`src/rtl/delay_mon_pkg.sv`:
```
// Shared types and constants for the multipath delay monitor.
`timescale 1ns/1ps
package delay_mon_pkg;

  typedef enum logic [2:0] {
    S_IDLE   = 3'd0,
    S_SETTLE = 3'd1,
    S_LAUNCH = 3'd2,
    S_WAIT   = 3'd3,
    S_ACCUM  = 3'd4,
    S_REPORT = 3'd5
  } state_t;

  // Depth of the synchroniser on every path output.
  localparam int SYNC_STAGES = 2;

  // Accumulator width: the sum of 2^log_runs values of cnt_w bits never overflows.
  function automatic int sum_width(input int cnt_w, input int log_runs);
    return cnt_w + log_runs;
  endfunction

endpackage

```
`src/rtl/delay_path.sv`:
```
// Non-inverting chain of alternating NOT / NAND gates under test.
// Every node is kept so synthesis cannot collapse the chain; the gate
// delays only model propagation time in simulation.
`timescale 1ns/1ps
module delay_path #(
  parameter int STAGES    = 32,
  parameter int STAGE_DLY = 1
) (
  input  logic IN,
  input  logic VCC,
  input  logic GND,
  output logic OUT
);

  for (genvar i = 0; i < STAGES; i++) begin : g_stage
    (* keep = 1 *) logic a;
    (* keep = 1 *) logic y;

    if (i == 0) begin : g_first
      assign a = IN;
    end else begin : g_link
      assign a = g_stage[i-1].y;
    end

    if (i % 2 == 0) begin : g_not
      // Inverter, written with a GND tie so the tie-off stays in the netlist.
      assign #(STAGE_DLY) y = ~(a | GND);
    end else begin : g_nand
      // NAND with the second input tied high.
      assign #(STAGE_DLY) y = ~(a & VCC);
    end
  end

  assign OUT = g_stage[STAGES-1].y;

endmodule

```
`src/rtl/multipath_delay_monitor.sv`:
```
// Launches a transition into CHANNELS delay chains, times each arrival in
// clock cycles, averages over 2^LOG_RUNS runs of alternating polarity and
// flags channels outside their golden window or that never arrived.
`timescale 1ns/1ps
module multipath_delay_monitor
  import delay_mon_pkg::*;
#(
  parameter int CHANNELS  = 4,
  parameter int STAGES    = 32,
  parameter int CNT_W     = 12,
  parameter int TMAX      = 4000,
  parameter int LOG_RUNS  = 2,
  parameter int STAGE_DLY = 1,
  // Channels whose chain models an inserted (slower) path in simulation.
  parameter logic [CHANNELS-1:0] SLOW_CH_MASK = '0,
  parameter int SLOW_STAGE_DLY = 2
) (
  input  logic                      CLK,
  input  logic                      RST_N,
  input  logic                      VCC,
  input  logic                      GND,
  input  logic                      START,
  input  logic [CHANNELS*CNT_W-1:0] GOLDEN_LO,
  input  logic [CHANNELS*CNT_W-1:0] GOLDEN_HI,
  output logic                      BUSY,
  output logic                      DONE,
  output logic [CHANNELS*CNT_W-1:0] RESULT,
  output logic [CHANNELS-1:0]       TIMEOUT,
  output logic [CHANNELS-1:0]       FLAG
);

  localparam int SUM_W = sum_width(CNT_W, LOG_RUNS);
  localparam int RUNS  = 1 << LOG_RUNS;
  localparam int RW    = LOG_RUNS + 1;
  localparam logic [RW-1:0]    RUN_LAST = RW'(RUNS - 1);
  localparam logic [CNT_W-1:0] TMAX_C   = CNT_W'(TMAX);

  state_t                state;
  logic                  lvl;
  logic [CNT_W-1:0]      cnt;
  logic [CHANNELS-1:0]   got;
  logic [RW-1:0]         run_idx;
  logic [CNT_W-1:0]      cap [CHANNELS];
  logic [SUM_W-1:0]      sum [CHANNELS];

  logic [CHANNELS-1:0]   path_out;
  logic [CHANNELS-1:0]   sync_q [SYNC_STAGES];
  logic [CHANNELS-1:0]   sync2;
  logic [CHANNELS-1:0]   at_lvl;

  // Truncated average; a timed-out channel saturates to all ones.
  function automatic logic [CNT_W-1:0] avg_sat(input logic [SUM_W-1:0] s,
                                               input logic tmo);
    if (tmo) return '1;
    return CNT_W'(s >> LOG_RUNS);
  endfunction

  // Inclusive window test; an inverted window (lo > hi) always fails.
  function automatic logic out_of_window(input logic [CNT_W-1:0] r,
                                         input logic [CNT_W-1:0] lo,
                                         input logic [CNT_W-1:0] hi,
                                         input logic tmo);
    return tmo || (r < lo) || (r > hi);
  endfunction

  for (genvar c = 0; c < CHANNELS; c++) begin : g_ch
    localparam int DLY = SLOW_CH_MASK[c] ? SLOW_STAGE_DLY : STAGE_DLY;
    logic tap;

    delay_path #(
      .STAGES    (STAGES),
      .STAGE_DLY (DLY)
    ) u_path (
      .IN  (lvl),
      .VCC (VCC),
      .GND (GND),
      .OUT (tap)
    );

    assign path_out[c] = tap;
  end

  assign sync2  = sync_q[SYNC_STAGES-1];
  assign at_lvl = lvl ? sync2 : ~sync2;

  // Bring the asynchronous path outputs into the clock domain.
  always_ff @(posedge CLK or negedge RST_N) begin
    if (!RST_N) begin
      for (int i = 0; i < SYNC_STAGES; i++) sync_q[i] <= '0;
    end else begin
      sync_q[0] <= path_out;
      for (int i = 1; i < SYNC_STAGES; i++) sync_q[i] <= sync_q[i-1];
    end
  end

  // Measurement sequencer: settle, launch, time arrivals, accumulate, report.
  always_ff @(posedge CLK or negedge RST_N) begin
    if (!RST_N) begin
      state   <= S_IDLE;
      lvl     <= 1'b0;
      cnt     <= '0;
      got     <= '0;
      run_idx <= '0;
      BUSY    <= 1'b0;
      DONE    <= 1'b0;
      RESULT  <= '0;
      TIMEOUT <= '0;
      FLAG    <= '0;
      for (int c = 0; c < CHANNELS; c++) begin
        cap[c] <= '0;
        sum[c] <= '0;
      end
    end else begin
      DONE <= 1'b0;
      case (state)
        S_IDLE: begin
          // DONE still high means this is the report cycle: drop START.
          if (START && !DONE) begin
            for (int c = 0; c < CHANNELS; c++) sum[c] <= '0;
            TIMEOUT <= '0;
            run_idx <= '0;
            cnt     <= '0;
            BUSY    <= 1'b1;
            state   <= S_SETTLE;
          end
        end

        S_SETTLE: begin
          if ((&at_lvl) || (cnt == TMAX_C)) begin
            state <= S_LAUNCH;
          end else begin
            cnt <= cnt + 1'b1;
          end
        end

        S_LAUNCH: begin
          lvl   <= ~lvl;
          cnt   <= '0;
          got   <= '0;
          state <= S_WAIT;
        end

        S_WAIT: begin
          cnt <= cnt + 1'b1;
          for (int c = 0; c < CHANNELS; c++) begin
            if (!got[c]) begin
              if (at_lvl[c]) begin
                cap[c] <= cnt;
                got[c] <= 1'b1;
              end else if (cnt == TMAX_C) begin
                cap[c]     <= TMAX_C;
                got[c]     <= 1'b1;
                TIMEOUT[c] <= 1'b1;
              end
            end
          end
          if ((&(got | at_lvl)) || (cnt == TMAX_C)) state <= S_ACCUM;
        end

        S_ACCUM: begin
          for (int c = 0; c < CHANNELS; c++) sum[c] <= sum[c] + SUM_W'(cap[c]);
          run_idx <= run_idx + 1'b1;
          cnt     <= '0;
          state   <= (run_idx == RUN_LAST) ? S_REPORT : S_SETTLE;
        end

        S_REPORT: begin
          for (int c = 0; c < CHANNELS; c++) begin
            RESULT[c*CNT_W +: CNT_W] <= avg_sat(sum[c], TIMEOUT[c]);
            FLAG[c] <= out_of_window(avg_sat(sum[c], TIMEOUT[c]),
                                     GOLDEN_LO[c*CNT_W +: CNT_W],
                                     GOLDEN_HI[c*CNT_W +: CNT_W],
                                     TIMEOUT[c]);
          end
          DONE  <= 1'b1;
          BUSY  <= 1'b0;
          state <= S_IDLE;
        end

        default: state <= S_IDLE;
      endcase
    end
  end

endmodule

```
`config.mk`:
```
export PLATFORM = sky130hd
export DESIGN_NAME = multipath_delay_monitor
export DESIGN_NICKNAME = d
export VERILOG_FILES = /design/src/rtl/delay_mon_pkg.sv /design/src/rtl/delay_path.sv /design/src/rtl/multipath_delay_monitor.sv
export SDC_FILE = /design/constraint.sdc
export NUM_CORES = 1
export LEC_CHECK = 0
export ABC_CLOCK_PERIOD_IN_PS = 3200
export CAP_MARGIN = 30
export CELL_PAD_IN_SITES_DETAIL_PLACEMENT = 1
export CELL_PAD_IN_SITES_GLOBAL_PLACEMENT = 1
export CORE_MARGIN = 2
export CORE_UTILIZATION = 40
export DETAILED_ROUTE_END_ITERATION = 8
export GPL_TIMING_DRIVEN = 0
export HOLD_SLACK_MARGIN = 0.15
export PLACE_DENSITY = 0.83
export SYNTH_ARGS = -nofsm -noshare
export SYNTH_HDL_FRONTEND = slang
export SYNTH_SLANG_ARGS = --single-unit --ignore-timing --ignore-initial --compat-mode --unroll-limit 50000
```
`constraint.sdc`:
```
create_clock -name CLK -period 3.2 [get_ports CLK]
set_clock_uncertainty 0.15 [all_clocks]
set_input_delay 0.8 -clock CLK [delete_from_list [all_inputs] [get_ports CLK]]
set_output_delay 0.8 -clock CLK [all_outputs]
set_load 0.05 [all_outputs]
```
==> results of run 1 <==
-- cell type report --
class,instances,area (µm²),area share
Timing Repair Buffer,159,1614,0.1116
Clock buffer,17,425.4,0.02942
Multi-Input combinational cell,1008,6514,0.4505
Tap cell,384,480.5,0.03323
Inverter,100,375.4,0.02596
Buffer,50,216.5,0.01497
Clock inverter,15,155.1,0.01073
Sequential cell,187,4679,0.3236
-- through the flow --
stage          power, µW   TNS, ns
2_1_floorplan       7730         0
3_3_place_gp        9479  -1293.77
3_5_place_dp        9833    -1.930
4_1_cts            12070         0
5_1_grt            12890         0
6_report           12070         0
-- routing by layer --
layer / wire length, µm / vias to the layer above
met2: 18500 / 258
met3: 1446 / 74
met5: 0 / -
met1: 17040 / 5312
met4: 1180 / 0
li1: - / 5000
-- registers in the layout, indices dropped and copies added, names as in the netlist --
register  cells
got           4
cnt          12
BUSY          1
DONE          1
run_idx       3
cap          48
lvl           1
sum          56
RESULT       48
state         3
sync2         1
TIMEOUT       4
FLAG          4
sync_q        1
-- worst paths after layout --
check	endpoint	cells past startpoint	slack, ns	from
min in group CLK	sync2[0]$_DFF_PN0_	0	0.20	sync_q[4]$_DFF_PN0_
max reg2reg	sum[10]$_DFFE_PN0P_	8	0.24	cap[0]$_DFFE_PN0P_
min	sync_q[4]$_DFF_PN0_	1	0.17	RST_N
min reg2reg	sync2[0]$_DFF_PN0_	0	0.20	sync_q[4]$_DFF_PN0_
max in group asynchronous	RESULT[13]$_DFFE_PN0P_	2	1.71	RST_N
max	run_idx[0]$_DFFE_PN0P_	8	0.19	START
-- worst max-delay path: stages --
cell             delay, ns
clkdlybuf4s50_1       0.41
or2b_1                0.28
nor2_1                0.07
nand2_1               0.42
and2_1                0.32
clkbuf_1              0.64
nand2_1               0.13
o21ai_0               0.13
-- report_power, final --
group	internal [µW]	leakage (µW)	total (µW)	switching [µW]
Sequential	3130	0.00249	3800	665
Combinational	2220	0.00451	6160	3940
Clock	1040	0.000279	2120	1080
Total	6390	0.00727	12100	5690
==> out/metrics.cfg, run 1 <==
[worst_setup_path]
arrival_ns=3.21
path_class=in -> reg
critPathCaptureType=flip-flop
cp-start-kind=primary input
worstPathRequired_ns=3.40
worstPathMaxFanout=10

[global_routing]
grtUsageMet3=0.03593
busiest_layer=met2
met2_usage=0.4311
grt_pass1_wl_um=61110
grt_usage=0.2509
grt_use_met1=0.3231
antenna_found_initial=0
overflow=0
grt_max_degree=114
grt_pass1_vias=11490

[layout]
drive_gt1_frac=0.06641
design_area_mm2=0.01446
nets=1772
layout_commonest_cell=nand2_1
finalNonFillerCells=1920
final_cell_mix=nand2_1 (272), dfrtp_1 (187), clkdlybuf4s50_1 (157), ha_1 (144), inv_1 (100)
areaGrowthSynthToFinish_pct=22.70
finish.utilization=0.5011
diodes=0
fill_cells=3406

[clock_network]
cts_root_buf=clkbuf_16
cts_resized=0
post-cts-setup-buffer-count=0
clk_transition_reported_paths_ns=0.08
clk_latency_ns=0.45
clock_path_buffers=2
postCtsHoldBufs=0
cts_buffers=17
cts.sinks=187
cts_tree=done
h-tree-depth=4

[timing]
worst_pin_slew_ns=0.8698
hold_viol=0
fmax_mhz=332.3
setup_viol=0
holdWs_ns=0.1696
fin_crit_ns=3.009
fin_ws_ns=0.1908
relSlewSlack=0.4201
finalCritPeriodShare=0.9404
rsz0062_at_grt=no
report.final.slew_viol_count=0

[placement]
pre_cts_ws_ns=-0.1928
post_dp_cell_area_mm2=0.01388
hpwlAfterDp_um=28230
numPortBuffers=158
place.gp.congestion=0.8630
dp.cells=1888

[die]
rows=62
core_area_mm2=0.02886
io_pins=159
dieArea_mm2=0.03085
dieWidth_um=175.6
die_y_um=175.6
start_util=0.4084

[min_path]
hold_class=in -> async

[routing]
drc=0
wire_per_inst_um=19.88
drt-initial-drc-count=625
postRouteAntennaNets=0
drt-total-wl_um=38170
vias=10640
drt-pass1-iter-count=5
post_drt_via_cell_ratio=5.544

[pwr]
peakVddDrop_v=0.0004482
leakage_uw=0.007274
power-per-cell-area_mw_per_mm2=835.0

[flow_run]
maxCapViolCount=0

[synthesis]
synth_area_mm2=0.01179
synth_warnings=0
syn_avg_cell_area_um2=8.762
synth.net_count=1594
synthCells=1345

[outcome]
status=complete, no violations

(Power assumes the default switching activity.)
==> run 2: changes to the inputs <==
--- a/config.mk
+++ b/config.mk
@@ -5,7 +5,7 @@
 export SDC_FILE = /design/constraint.sdc
 export NUM_CORES = 1
 export LEC_CHECK = 0
-export ABC_CLOCK_PERIOD_IN_PS = 3200
+export ABC_CLOCK_PERIOD_IN_PS = 3900
 export CAP_MARGIN = 30
 export CELL_PAD_IN_SITES_DETAIL_PLACEMENT = 1
 export CELL_PAD_IN_SITES_GLOBAL_PLACEMENT = 1
==> constraint.sdc (replaced) <==
create_clock -name CLK -period 3.9 [get_ports CLK]
set_clock_uncertainty 0.15 [all_clocks]
set_input_delay 0.975 -clock CLK [delete_from_list [all_inputs] [get_ports CLK]]
set_output_delay 0.975 -clock CLK [all_outputs]
set_load 0.05 [all_outputs]
==> results of run 2 <==
The final DEF is identical to that of run 1. Status: complete, no violations.
Main changes from that run: setup slack after placement -0.1928 ns -> 0.3322 ns; setup slack after layout 0.1908 ns -> 0.7158 ns; hold slack 0.1696 ns -> 0.2000 ns; register-to-register setup slack 0.24 ns -> 0.94 ns; total power 12070 µW -> 9907 µW; worst IR drop on VDD 0.0004482 V -> 0.0003678 V
==> run 3: changes to the inputs <==
--- a/config.mk
+++ b/config.mk
@@ -5,7 +5,7 @@
 export SDC_FILE = /design/constraint.sdc
 export NUM_CORES = 1
 export LEC_CHECK = 0
-export ABC_CLOCK_PERIOD_IN_PS = 3900
+export ABC_CLOCK_PERIOD_IN_PS = 3100
 export CAP_MARGIN = 30
 export CELL_PAD_IN_SITES_DETAIL_PLACEMENT = 1
 export CELL_PAD_IN_SITES_GLOBAL_PLACEMENT = 1
==> constraint.sdc (replaced) <==
create_clock -name CLK -period 3.1 [get_ports CLK]
set_clock_uncertainty 0.15 [all_clocks]
set_input_delay 0.775 -clock CLK [delete_from_list [all_inputs] [get_ports CLK]]
set_output_delay 0.775 -clock CLK [all_outputs]
set_load 0.05 [all_outputs]
==> results of run 3 <==
The final DEF is identical to that of run 1. Status: complete, no violations.
Main changes from that run: setup slack after placement -0.1928 ns -> -0.2678 ns; setup slack after layout 0.1908 ns -> 0.1158 ns; hold slack 0.1696 ns -> 0.1446 ns; register-to-register setup slack 0.24 ns -> 0.14 ns; total power 12070 µW -> 12460 µW; worst IR drop on VDD 0.0004482 V -> 0.0004627 V
